### config.mk
export PLATFORM = sky130hd
export DESIGN_NAME = response_builder
export DESIGN_NICKNAME = d
export VERILOG_FILES = /design/src/rtl/sensor_proto_pkg.sv /design/src/rtl/response_encoder.sv /design/src/rtl/response_builder.sv
export SDC_FILE = /design/constraint.sdc
export NUM_CORES = 1
export LEC_CHECK = 0
export ABC_AREA = 1
export BUFFER_PORTS_ARGS = -buffer_cell sky130_fd_sc_hd__buf_2
export CORE_MARGIN = 5
export CORE_UTILIZATION = 32
export CTS_CLUSTER_DIAMETER = 80
export DETAILED_ROUTE_END_ITERATION = 7
export PLACE_DENSITY_LB_ADDON = 0.15
export RECOVER_POWER = 100
export SYNTH_ARGS = -nofsm -noshare
export SYNTH_HDL_FRONTEND = slang
export SYNTH_HIERARCHICAL = 1
export SYNTH_SLANG_ARGS = --single-unit
export TNS_END_PERCENT = 50
### constraint.sdc
create_clock -name clk -period 2.9 [get_ports clk]
set_input_delay 0.435 -clock clk [delete_from_list [all_inputs] [get_ports clk]]
set_output_delay 0.435 -clock clk [all_outputs]
set_load 0.05 [all_outputs]
### src/rtl/sensor_proto_pkg.sv
// Request/response byte codes and FSM encoding shared by the sensor response path.
package sensor_proto_pkg;

    localparam logic [7:0] ReqHum         = 8'h00;
    localparam logic [7:0] ReqStatus      = 8'h01;
    localparam logic [7:0] ReqTemp        = 8'h02;
    localparam logic [7:0] ReqSetContTemp = 8'h03;
    localparam logic [7:0] ReqSetContHum  = 8'h04;
    localparam logic [7:0] ReqClrContTemp = 8'h05;
    localparam logic [7:0] ReqClrContHum  = 8'h06;

    localparam logic [7:0] RspHum         = 8'h0A;
    localparam logic [7:0] RspStatusOk    = 8'h08;
    localparam logic [7:0] RspFail        = 8'h1F;
    localparam logic [7:0] RspTemp        = 8'h09;
    localparam logic [7:0] RspContTemp    = 8'h0B;
    localparam logic [7:0] RspContHum     = 8'h0C;
    localparam logic [7:0] RspClrContTemp = 8'h0D;
    localparam logic [7:0] RspClrContHum  = 8'h0E;
    localparam logic [7:0] RspUnknown     = 8'hFF;

    typedef enum logic [2:0] {
        StIdle,
        StWaitData,
        StSendCode,
        StWaitCode,
        StSendVal,
        StWaitVal
    } state_e;

    // Requests whose reply carries a fresh sensor sample.
    function automatic logic is_measure_req(input logic [7:0] code);
        return (code == ReqHum) || (code == ReqTemp) ||
               (code == ReqSetContTemp) || (code == ReqSetContHum);
    endfunction

endpackage

### src/rtl/response_encoder.sv
// Combinational mapping from request code plus sensor state to a 2-byte response frame.
module response_encoder
    import sensor_proto_pkg::*;
(
    input  logic [7:0] i_req_code,
    input  logic       i_sensor_ok,
    input  logic       i_fail,
    input  logic [7:0] i_temp,
    input  logic [7:0] i_hum,
    output logic [7:0] o_rsp_code,
    output logic [7:0] o_rsp_data
);

    always_comb begin
        o_rsp_code = RspUnknown;
        o_rsp_data = 8'h00;
        case (i_req_code)
            ReqHum: begin
                o_rsp_code = RspHum;
                o_rsp_data = i_hum;
            end
            ReqStatus:      o_rsp_code = i_sensor_ok ? RspStatusOk : RspFail;
            ReqTemp: begin
                o_rsp_code = RspTemp;
                o_rsp_data = i_temp;
            end
            ReqSetContTemp: begin
                o_rsp_code = RspContTemp;
                o_rsp_data = i_temp;
            end
            ReqSetContHum: begin
                o_rsp_code = RspContHum;
                o_rsp_data = i_hum;
            end
            ReqClrContTemp: o_rsp_code = RspClrContTemp;
            ReqClrContHum:  o_rsp_code = RspClrContHum;
            default: ;
        endcase
        // Timeout or an unhealthy sensor replaces any measurement reply.
        if (i_fail || (is_measure_req(i_req_code) && !i_sensor_ok)) begin
            o_rsp_code = RspFail;
            o_rsp_data = 8'h00;
        end
    end

endmodule

### src/rtl/response_builder.sv
// Builds and serialises 2-byte sensor response frames towards a byte-wide UART transmitter,
// including timeout handling and continuous temperature/humidity reporting.
module response_builder #(
    parameter int unsigned TIMEOUT_CYCLES = 1_000_000
) (
    input  logic       clk,
    input  logic       rst_n,
    input  logic       cmd_valid,
    input  logic [7:0] cmd_code,
    output logic       cmd_ready,
    input  logic       sensor_ok,
    input  logic       data_valid,
    input  logic [7:0] temp_data,
    input  logic [7:0] hum_data,
    output logic [7:0] tx_data,
    output logic       tx_start,
    input  logic       tx_done,
    output logic       busy,
    output logic       cont_temp,
    output logic       cont_hum
);
    import sensor_proto_pkg::*;

    localparam int unsigned TimerW = (TIMEOUT_CYCLES > 1) ? $clog2(TIMEOUT_CYCLES) : 1;
    localparam logic [TimerW-1:0] TimerLast = TimerW'(TIMEOUT_CYCLES - 1);

    state_e            r_state, w_state_next;
    logic [7:0]        r_cmd, w_cmd_next;
    logic [7:0]        r_frame_code, w_frame_code_next;
    logic [7:0]        r_frame_data, w_frame_data_next;
    logic [7:0]        r_hum_hold, w_hum_hold_next;
    logic [TimerW-1:0] r_timer, w_timer_next;
    logic              r_cont_temp, w_cont_temp_next;
    logic              r_cont_hum, w_cont_hum_next;
    logic              r_pending, w_pending_next;

    logic [7:0]        w_enc_req, w_enc_temp, w_enc_hum, w_enc_code, w_enc_data;
    logic              w_enc_ok, w_enc_fail, w_load_frame;

    response_encoder u_encoder (
        .i_req_code  (w_enc_req),
        .i_sensor_ok (w_enc_ok),
        .i_fail      (w_enc_fail),
        .i_temp      (w_enc_temp),
        .i_hum       (w_enc_hum),
        .o_rsp_code  (w_enc_code),
        .o_rsp_data  (w_enc_data)
    );

    always_comb begin
        w_state_next      = r_state;
        w_cmd_next        = r_cmd;
        w_frame_code_next = r_frame_code;
        w_frame_data_next = r_frame_data;
        w_hum_hold_next   = r_hum_hold;
        w_timer_next      = r_timer;
        w_cont_temp_next  = r_cont_temp;
        w_cont_hum_next   = r_cont_hum;
        w_pending_next    = r_pending;
        w_enc_req         = cmd_code;
        w_enc_ok          = sensor_ok;
        w_enc_fail        = 1'b0;
        w_enc_temp        = temp_data;
        w_enc_hum         = hum_data;
        w_load_frame      = 1'b0;

        unique case (r_state)
            StIdle: begin
                if (cmd_valid && !r_pending) begin
                    w_cmd_next = cmd_code;
                    case (cmd_code)
                        ReqSetContTemp: w_cont_temp_next = 1'b1;
                        ReqSetContHum:  w_cont_hum_next  = 1'b1;
                        ReqClrContTemp: w_cont_temp_next = 1'b0;
                        ReqClrContHum:  w_cont_hum_next  = 1'b0;
                        default: ;
                    endcase
                    if (is_measure_req(cmd_code)) begin
                        w_state_next = StWaitData;
                        w_timer_next = '0;
                    end else begin
                        w_load_frame = 1'b1;
                        w_state_next = StSendCode;
                    end
                end else if (r_pending) begin
                    // Humidity half of a continuous sample, captured alongside the temperature.
                    w_pending_next = 1'b0;
                    w_enc_req      = ReqSetContHum;
                    w_enc_ok       = 1'b1;
                    w_enc_hum      = r_hum_hold;
                    w_load_frame   = 1'b1;
                    w_state_next   = StSendCode;
                end else if (data_valid && (r_cont_temp || r_cont_hum)) begin
                    w_enc_req       = r_cont_temp ? ReqSetContTemp : ReqSetContHum;
                    w_enc_ok        = 1'b1;
                    w_hum_hold_next = hum_data;
                    w_pending_next  = r_cont_temp && r_cont_hum;
                    w_load_frame    = 1'b1;
                    w_state_next    = StSendCode;
                end
            end
            StWaitData: begin
                w_enc_req = r_cmd;
                if (data_valid) begin
                    w_load_frame = 1'b1;
                    w_state_next = StSendCode;
                end else if (r_timer == TimerLast) begin
                    w_enc_fail   = 1'b1;
                    w_load_frame = 1'b1;
                    w_state_next = StSendCode;
                end else begin
                    w_timer_next = r_timer + 1'b1;
                end
            end
            StSendCode: w_state_next = StWaitCode;
            StWaitCode: if (tx_done) w_state_next = StSendVal;
            StSendVal:  w_state_next = StWaitVal;
            StWaitVal:  if (tx_done) w_state_next = StIdle;
            default:    w_state_next = StIdle;
        endcase

        if (w_load_frame) begin
            w_frame_code_next = w_enc_code;
            w_frame_data_next = w_enc_data;
        end
    end

    always_ff @(posedge clk or negedge rst_n) begin
        if (!rst_n) begin
            r_state      <= StIdle;
            r_cmd        <= 8'h00;
            r_frame_code <= 8'h00;
            r_frame_data <= 8'h00;
            r_hum_hold   <= 8'h00;
            r_timer      <= '0;
            r_cont_temp  <= 1'b0;
            r_cont_hum   <= 1'b0;
            r_pending    <= 1'b0;
        end else begin
            r_state      <= w_state_next;
            r_cmd        <= w_cmd_next;
            r_frame_code <= w_frame_code_next;
            r_frame_data <= w_frame_data_next;
            r_hum_hold   <= w_hum_hold_next;
            r_timer      <= w_timer_next;
            r_cont_temp  <= w_cont_temp_next;
            r_cont_hum   <= w_cont_hum_next;
            r_pending    <= w_pending_next;
        end
    end

    always_comb begin
        tx_data = 8'h00;
        case (r_state)
            StSendCode, StWaitCode: tx_data = r_frame_code;
            StSendVal, StWaitVal:   tx_data = r_frame_data;
            default: ;
        endcase
    end

    assign tx_start  = (r_state == StSendCode) || (r_state == StSendVal);
    assign busy      = (r_state != StIdle);
    assign cmd_ready = (r_state == StIdle) && !r_pending;
    assign cont_temp = r_cont_temp;
    assign cont_hum  = r_cont_hum;

endmodule

======== Word-level counts from Yosys, hierarchy flattened ========
Index checks and enable logic that the tools add are counted.
storage, ports and cells
  bits in registers ....................... 58
  bits of input ports ..................... 30
  output and inout bits ................... 13
  logic and storage cells ................. 116
cells by class
  add/sub/neg operators ................... 1
  eq/ne operators ......................... 25
  mux-type cells .......................... 45
  bitwise logic cells ..................... 2
  reduce and logical (&&, ||, !) cells .... 34
operators by type and width
  cell                     number
  $mux W20                 4
  $mux W8                  8
  $pmux W8 S7              1
  $eq A8 B3 Y1 const B     6
  $pmux W8 S2              3
  $pmux W20 S2             1
  $eq A8 B2 Y1 const B     4
  $mux W3                  8
  $add A20 B1 Y20 const B  1
  $eq A20 B20 Y1 const B   1
  $pmux W3 S6              1
  $logic_not A8 Y1         2
  $mux W1                  14
  $ne A2 B2 Y1 const B     6
  $logic_or A1 B1 Y1       9
  $eq A8 B1 Y1 const B     1
  $reduce_and A4 Y1        2
  $reduce_or A2 Y1         4
  $eq A3 B2 Y1 const B     2
  $eq A3 B3 Y1 const B     2
  $pmux W1 S2              3
  $reduce_and A3 Y1        2
  $reduce_bool A2 Y1       3
  $logic_and A1 B1 Y1      5
  11 further kinds         14

======== Longest topological paths before layout ========
  word-level depth ........................ 13
  gate-level depth with buffers ........... 17
  depth with buffers taken out ............ 16

======== Modules after synthesis ========
The synthesis kept the hierarchy.
by module, submodules not included
  module            instances  cells an instance  area each (sq um)  seq. area each (sq um)
  response_builder  1          489                3412.0             1451.4
  response_encoder  1          78                 397.9              0.0

======== Least setup slack after synthesis ========
OpenSTA, ideal clock, no wires.
  path type ............................... register to register
  start ................................... reg r_state[0]
  end ..................................... reg r_frame_code[7]
  library setup time ...................... 0.065 ns
  data arrival time ....................... 2.966 ns
  data required time ...................... 2.835 ns
  setup slack ............................. -0.131 ns
  stages on the path, launching flop included .. 17
  buffers on the path ..................... 1
  clock period less this slack ............ 3.031 ns
  cell sequence ........................... dfrtp_1 nor2_1 nand2_2 nor2_1 a21oi_1 o21ai_0 inv_1 nand2_1 nor2_1 nand2_1 nand3_2 nand2_2 nand2_4 nor2_1 buf_4 nand2_1 nand2_1
on the way
  longest elaborated chain between the ends .. 9
  elaborated cells between the ends (all ways) .. 21
  those cells by class .................... 7 x eq/ne; 6 x mux; 8 x reduce/logical
RTL lines
  element                                           RTL line                                        source
  start, declared                                   response_builder.sv:27                          state_e r_state, w_state_next;
  start signal, assigned                            response_builder.sv:130                         r_state <= StIdle;
  start signal, assigned                            response_builder.sv:140                         r_state <= w_state_next;
  $eq A3 B1 Y1 or $logic_not A3 Y1 (tied branches)  response_builder.sv:67                          unique case (r_state)
  $pmux W8 S2 (*)                                   response_builder.sv:67
  named net w_enc_req[3]                            response_builder.sv:37                          logic [7:0] w_enc_req, w_enc_temp, w_enc_hum, w_enc_code, w_enc_data;
  $eq A8 B2 Y1 or $logic_not A8 Y1 (tied branches)  sensor_proto_pkg.sv:33, response_encoder.sv:17
  $logic_or A1 B1 Y1 (2 in series)                  sensor_proto_pkg.sv:33                          return (code == ReqHum) || (code == ReqTemp) ||
  $logic_or A1 B1 Y1                                sensor_proto_pkg.sv:34                          (code == ReqSetContTemp) || (code == ReqSetContHum);
  $logic_and A1 B1 Y1                               response_encoder.sv:40                          if (i_fail || (is_measure_req(i_req_code) && !i_sensor_ok)) begin
  $logic_or A1 B1 Y1                                response_encoder.sv:40
  $mux W8 (*)                                       response_encoder.sv:40
  named net w_enc_code[7]                           response_builder.sv:37
  end signal, assigned                              response_builder.sv:142                         r_frame_code <= w_frame_code_next;
  end, declared                                     response_builder.sv:29                          logic [7:0] r_frame_code, w_frame_code_next;
The timed path passes the listed nets; every way through them passes the cells marked *.
A chain may end at the register's enable or synchronous reset.

======== Worst setup path in the final report ========
  start ................................... reg r_timer[0]
  end ..................................... reg r_frame_code[4]
on the way
  longest elaborated chain between the ends .. 6
  elaborated cells between the ends (all ways) .. 8
  those cells by class .................... 1 x eq/ne; 6 x mux; 1 x reduce/logical
RTL lines
  element                 RTL line                 source
  start, declared         response_builder.sv:32   logic [TimerW-1:0] r_timer, w_timer_next;
  start signal, assigned  response_builder.sv:145  r_timer <= w_timer_next;
  $eq A20 B20 Y1 (*)      response_builder.sv:107  end else if (r_timer == TimerLast) begin
  $mux W1 (*)             response_builder.sv:107
  $mux W1                 response_builder.sv:104  if (data_valid) begin
  $mux W1                 response_builder.sv:67
  $logic_or A1 B1 Y1      response_encoder.sv:40
  $mux W8                 response_encoder.sv:40
Every way passes the cells marked *; elsewhere a longest branch is shown, timed or not.

==> flow_metrics.env <==
export IMPL_status="complete, but fails checks"
export IMPL_violations="capacitance limit, slew limit"
export IMPL_syn2layout_area_growth_pct=16.7
export IMPL_ys_seq_area_share_pct=38.1
export IMPL_cp_top_family="simple AND/OR/NAND/NOR gates"
export IMPL_placement_rows=39
export IMPL_end_kind="flip-flop"
export IMPL_synthFlopType="dfrtp_1"
export IMPL_fmax_mhz=389
export IMPL_antenna_found_initial=0
export IMPL_syn_area_per_cell_um2=6.72
export IMPL_async_flop_share_pct=100
export IMPL_drt_iter0_drc=242
export IMPL_finalMaxSlewViolations=38
export IMPL_fin_setup_tns_ns=0
export IMPL_cts_buffers=9
export IMPL_wl_met3_um=483
export IMPL_skew_ns=0.00630
export IMPL_htreeDepth=3
export IMPL_antenna_left=0
export IMPL_rsz0062_at_grt="false"
export IMPL_die_y_um=119
export IMPL_place_gp_congestion=0.915
export IMPL_synth_cell_types=37
export IMPL_synth_common_cells="180 x nand2_1, 68 x inv_1, 65 x nand3_1"
export IMPL_grt_overflow=0
export IMPL_holdCritPathClass="input pin to flip-flop"
export IMPL_clkPwrFrac_pct=29.8
export IMPL_placed_cell_area_um2=4140
export IMPL_met2_length_um=4040
export IMPL_cp_slowest_stage_delay_ns=0.57
export IMPL_path_clk_slew_ns=0.05
export IMPL_synthCells=567
export IMPL_synth_seq_cells=58
export IMPL_drive_gt1_share_pct=11.5
export IMPL_vias=3668
export IMPL_cts_tree="done"
export IMPL_core_um2=11600
export IMPL_tightestPinTransition_ns=2.09
export IMPL_grt_max_degree=38
export IMPL_drv_cap=1
export IMPL_ir_worst_vdd_v=0.000438
export IMPL_crit_path_frequent_cell="nand2_1"
export IMPL_yosys_area_top_type_share_pct=38.1
export IMPL_via_per_inst=4.83
export IMPL_worstPathMaxFanout=17
export IMPL_wl_met1_um=5430
export IMPL_io_buffer_count=42
export IMPL_cts_path_max_buffers=2
export IMPL_wl_per_cell_um=13.3
export IMPL_sw_frac_of_total_pct=43.0
export IMPL_grt_use_total_pct=15.0
export IMPL_power_density_nw_per_um2=946
export IMPL_cp_arrival_ns=2.84
export IMPL_post_synth_top_area_cell="dfrtp_1"
export IMPL_dieArea_um2=14200
export IMPL_yosys_cell_count_top_type="nand2_1"
export IMPL_fin_nets=642
export IMPL_yosys_top_cells_area="dfrtp_1 38%, nand2_1 18%, nand3_1 8.5%"
export IMPL_root_buffer="clkbuf_16"
export IMPL_fin_area_um2=4450
export IMPL_p_leak_nw=2.09
export IMPL_timing_final_crit_share_pct=88.7
export IMPL_wl_um=10100
export IMPL_critPathRequiredTime_ns=3.17
export IMPL_power_frac_seq_pct=28.8
export IMPL_grt_pass1_wl_um=17400
export IMPL_cts_hold_buffers_added=0
export IMPL_setup_violations=0
export IMPL_dpl_hpwl_um=7670
export IMPL_crit_buf_inv=0
export IMPL_hold_violations=0
export IMPL_start_util_pct=32.9
export IMPL_power_switching_mw=1.81
export IMPL_p_int_mw=2.40
export IMPL_syn_area_um2=3810
export IMPL_top_layer="met4"
export IMPL_num_antenna_cells=0
export IMPL_start_kind="flip-flop"
export IMPL_yosysWarnings=6
export IMPL_drtPass1Iterations=5
export IMPL_ios=43
export IMPL_drc_errors=0
export IMPL_cts_sinks=58
export IMPL_synth_edff_count=0
export IMPL_cp_slowest_cell="nor2_1"
export IMPL_relSlewSlack_pct=-39.6
export IMPL_syn_nets=598
export IMPL_path_class="flip-flop to flip-flop"
export IMPL_share_comb_of_total_power_pct=41.4
export IMPL_cp_cell_sequence="ha_1 > nand3_2 > nor2_1 > nand3_4 > nand2_2 > nand2_4 > nand2_1 > nand2_1 > nand2_1"
export IMPL_die_w_um=119
export IMPL_period_needed_ns=2.57
export IMPL_grt_pass1_vias=3440
export IMPL_clk_latency_ns=0.33
layer usage:
layer / vias to the layer above / global-route usage [%]
met1: 1648 / 22.8
met2: 93 / 20.1
met5: - / 0
met3: 14 / 3.08
met4: 0 / 6.52
li1: 1913 / -
power by group through the flow:
stage / Sequential [mW] / Clock [mW] / Combinational, mW
after floorplan: 1.19 / 0 / 1.43
after global placement: 1.22 / 0 / 1.76
after detailed placement: 1.22 / 0 / 1.79
after CTS: 1.21 / 1.28 / 1.80
after global routing: 1.25 / 1.32 / 1.97
final: 1.21 / 1.25 / 1.74
per-stage QoR:
stage               instances  setup WS [ns]  util, %  hold WS, ns  power [mW]
finish                    759          0.329     38.5        0.323        4.21
global route              759         0.0311     38.5        0.319        4.53
CTS                       759          0.271     38.9        0.252        4.29
detailed placement        743          0.115     35.8        0.474        3.01
global placement          743         0.0956     35.8        0.468        2.98
floorplan                 567          0.168        -        0.139        2.63
worst paths after layout:
path	start	to	slack [ns]	depth (start not counted)
min in group asynchronous	rst_n	r_timer[0]	0.71	1
hold reg to reg	r_hum_hold[3]	r_hum_hold[3]	0.48	2
hold / removal	tx_done	r_state[2]	0.32	2
max in group asynchronous	rst_n	r_hum_hold[3]	0.74	2
setup reg to reg	r_timer[0]	r_frame_code[4]	0.33	9
setup / recovery	r_timer[0]	r_frame_code[4]	0.33	9
sequential cells by signal (all words and copies together), names as in the netlist:
register      count
r_timer          20
r_frame_code      8
r_pending         1
cont_temp         1
r_frame_data      8
r_hum_hold        8
r_state           3
cont_hum          1
r_cmd             8
area by class of cell:
type	instances	area, um2
well taps	143	179
inverters	70	263
clock inverters	5	100
fillers	1230	7120
multi-input cells	424	1970
repair buffers	48	230
clock buffers	11	253
flip-flops and latches	58	1450
layout by cell type, fill, tap and decap left out, types with 4 or more instances in the layout:
master | Yosys | routed
nand4_1 | 8 | 8
o211ai_1 | 4 | 4
o21ai_0 | 61 | 63
nand3_1 | 65 | 66
clkbuf_1 | 2 | 16
inv_1 | 68 | 68
nor2_1 | 51 | 52
nand2_1 | 180 | 181
buf_2 | 5 | 28
a21oi_1 | 10 | 9
nand2_2 | 6 | 6
or2_2 | 5 | 5
nor3_1 | 5 | 5
dfrtp_1 | 58 | 58
clkbuf_16 | 0 | 9
buf_4 | 6 | 4
cells by family (layout without fill, tap and decap cells):
group / count (synthesis) / count (layout) / share of synthesized area, %
XOR/XNOR: 3 / 3 / 0.690
AO/OA/AOI/OAI: 87 / 87 / 12.6
multiplexers: 1 / 1 / 0.263
AND/OR/NAND/NOR: 331 / 331 / 38.3
buffers and inverters: 85 / 134 / 9.62
adder cells (fa/ha/maj): 1 / 1 / 0.328
other: 1 / 1 / 0.0984
flip-flops: 58 / 58 / 38.1
what timing repair did:
item | CTS | global route
resized for setup | 0 | 1
buffers inserted | 0 | 0
endpoints found under the setup margin | 0 | 6
Power figures use the tool's default switching activity.
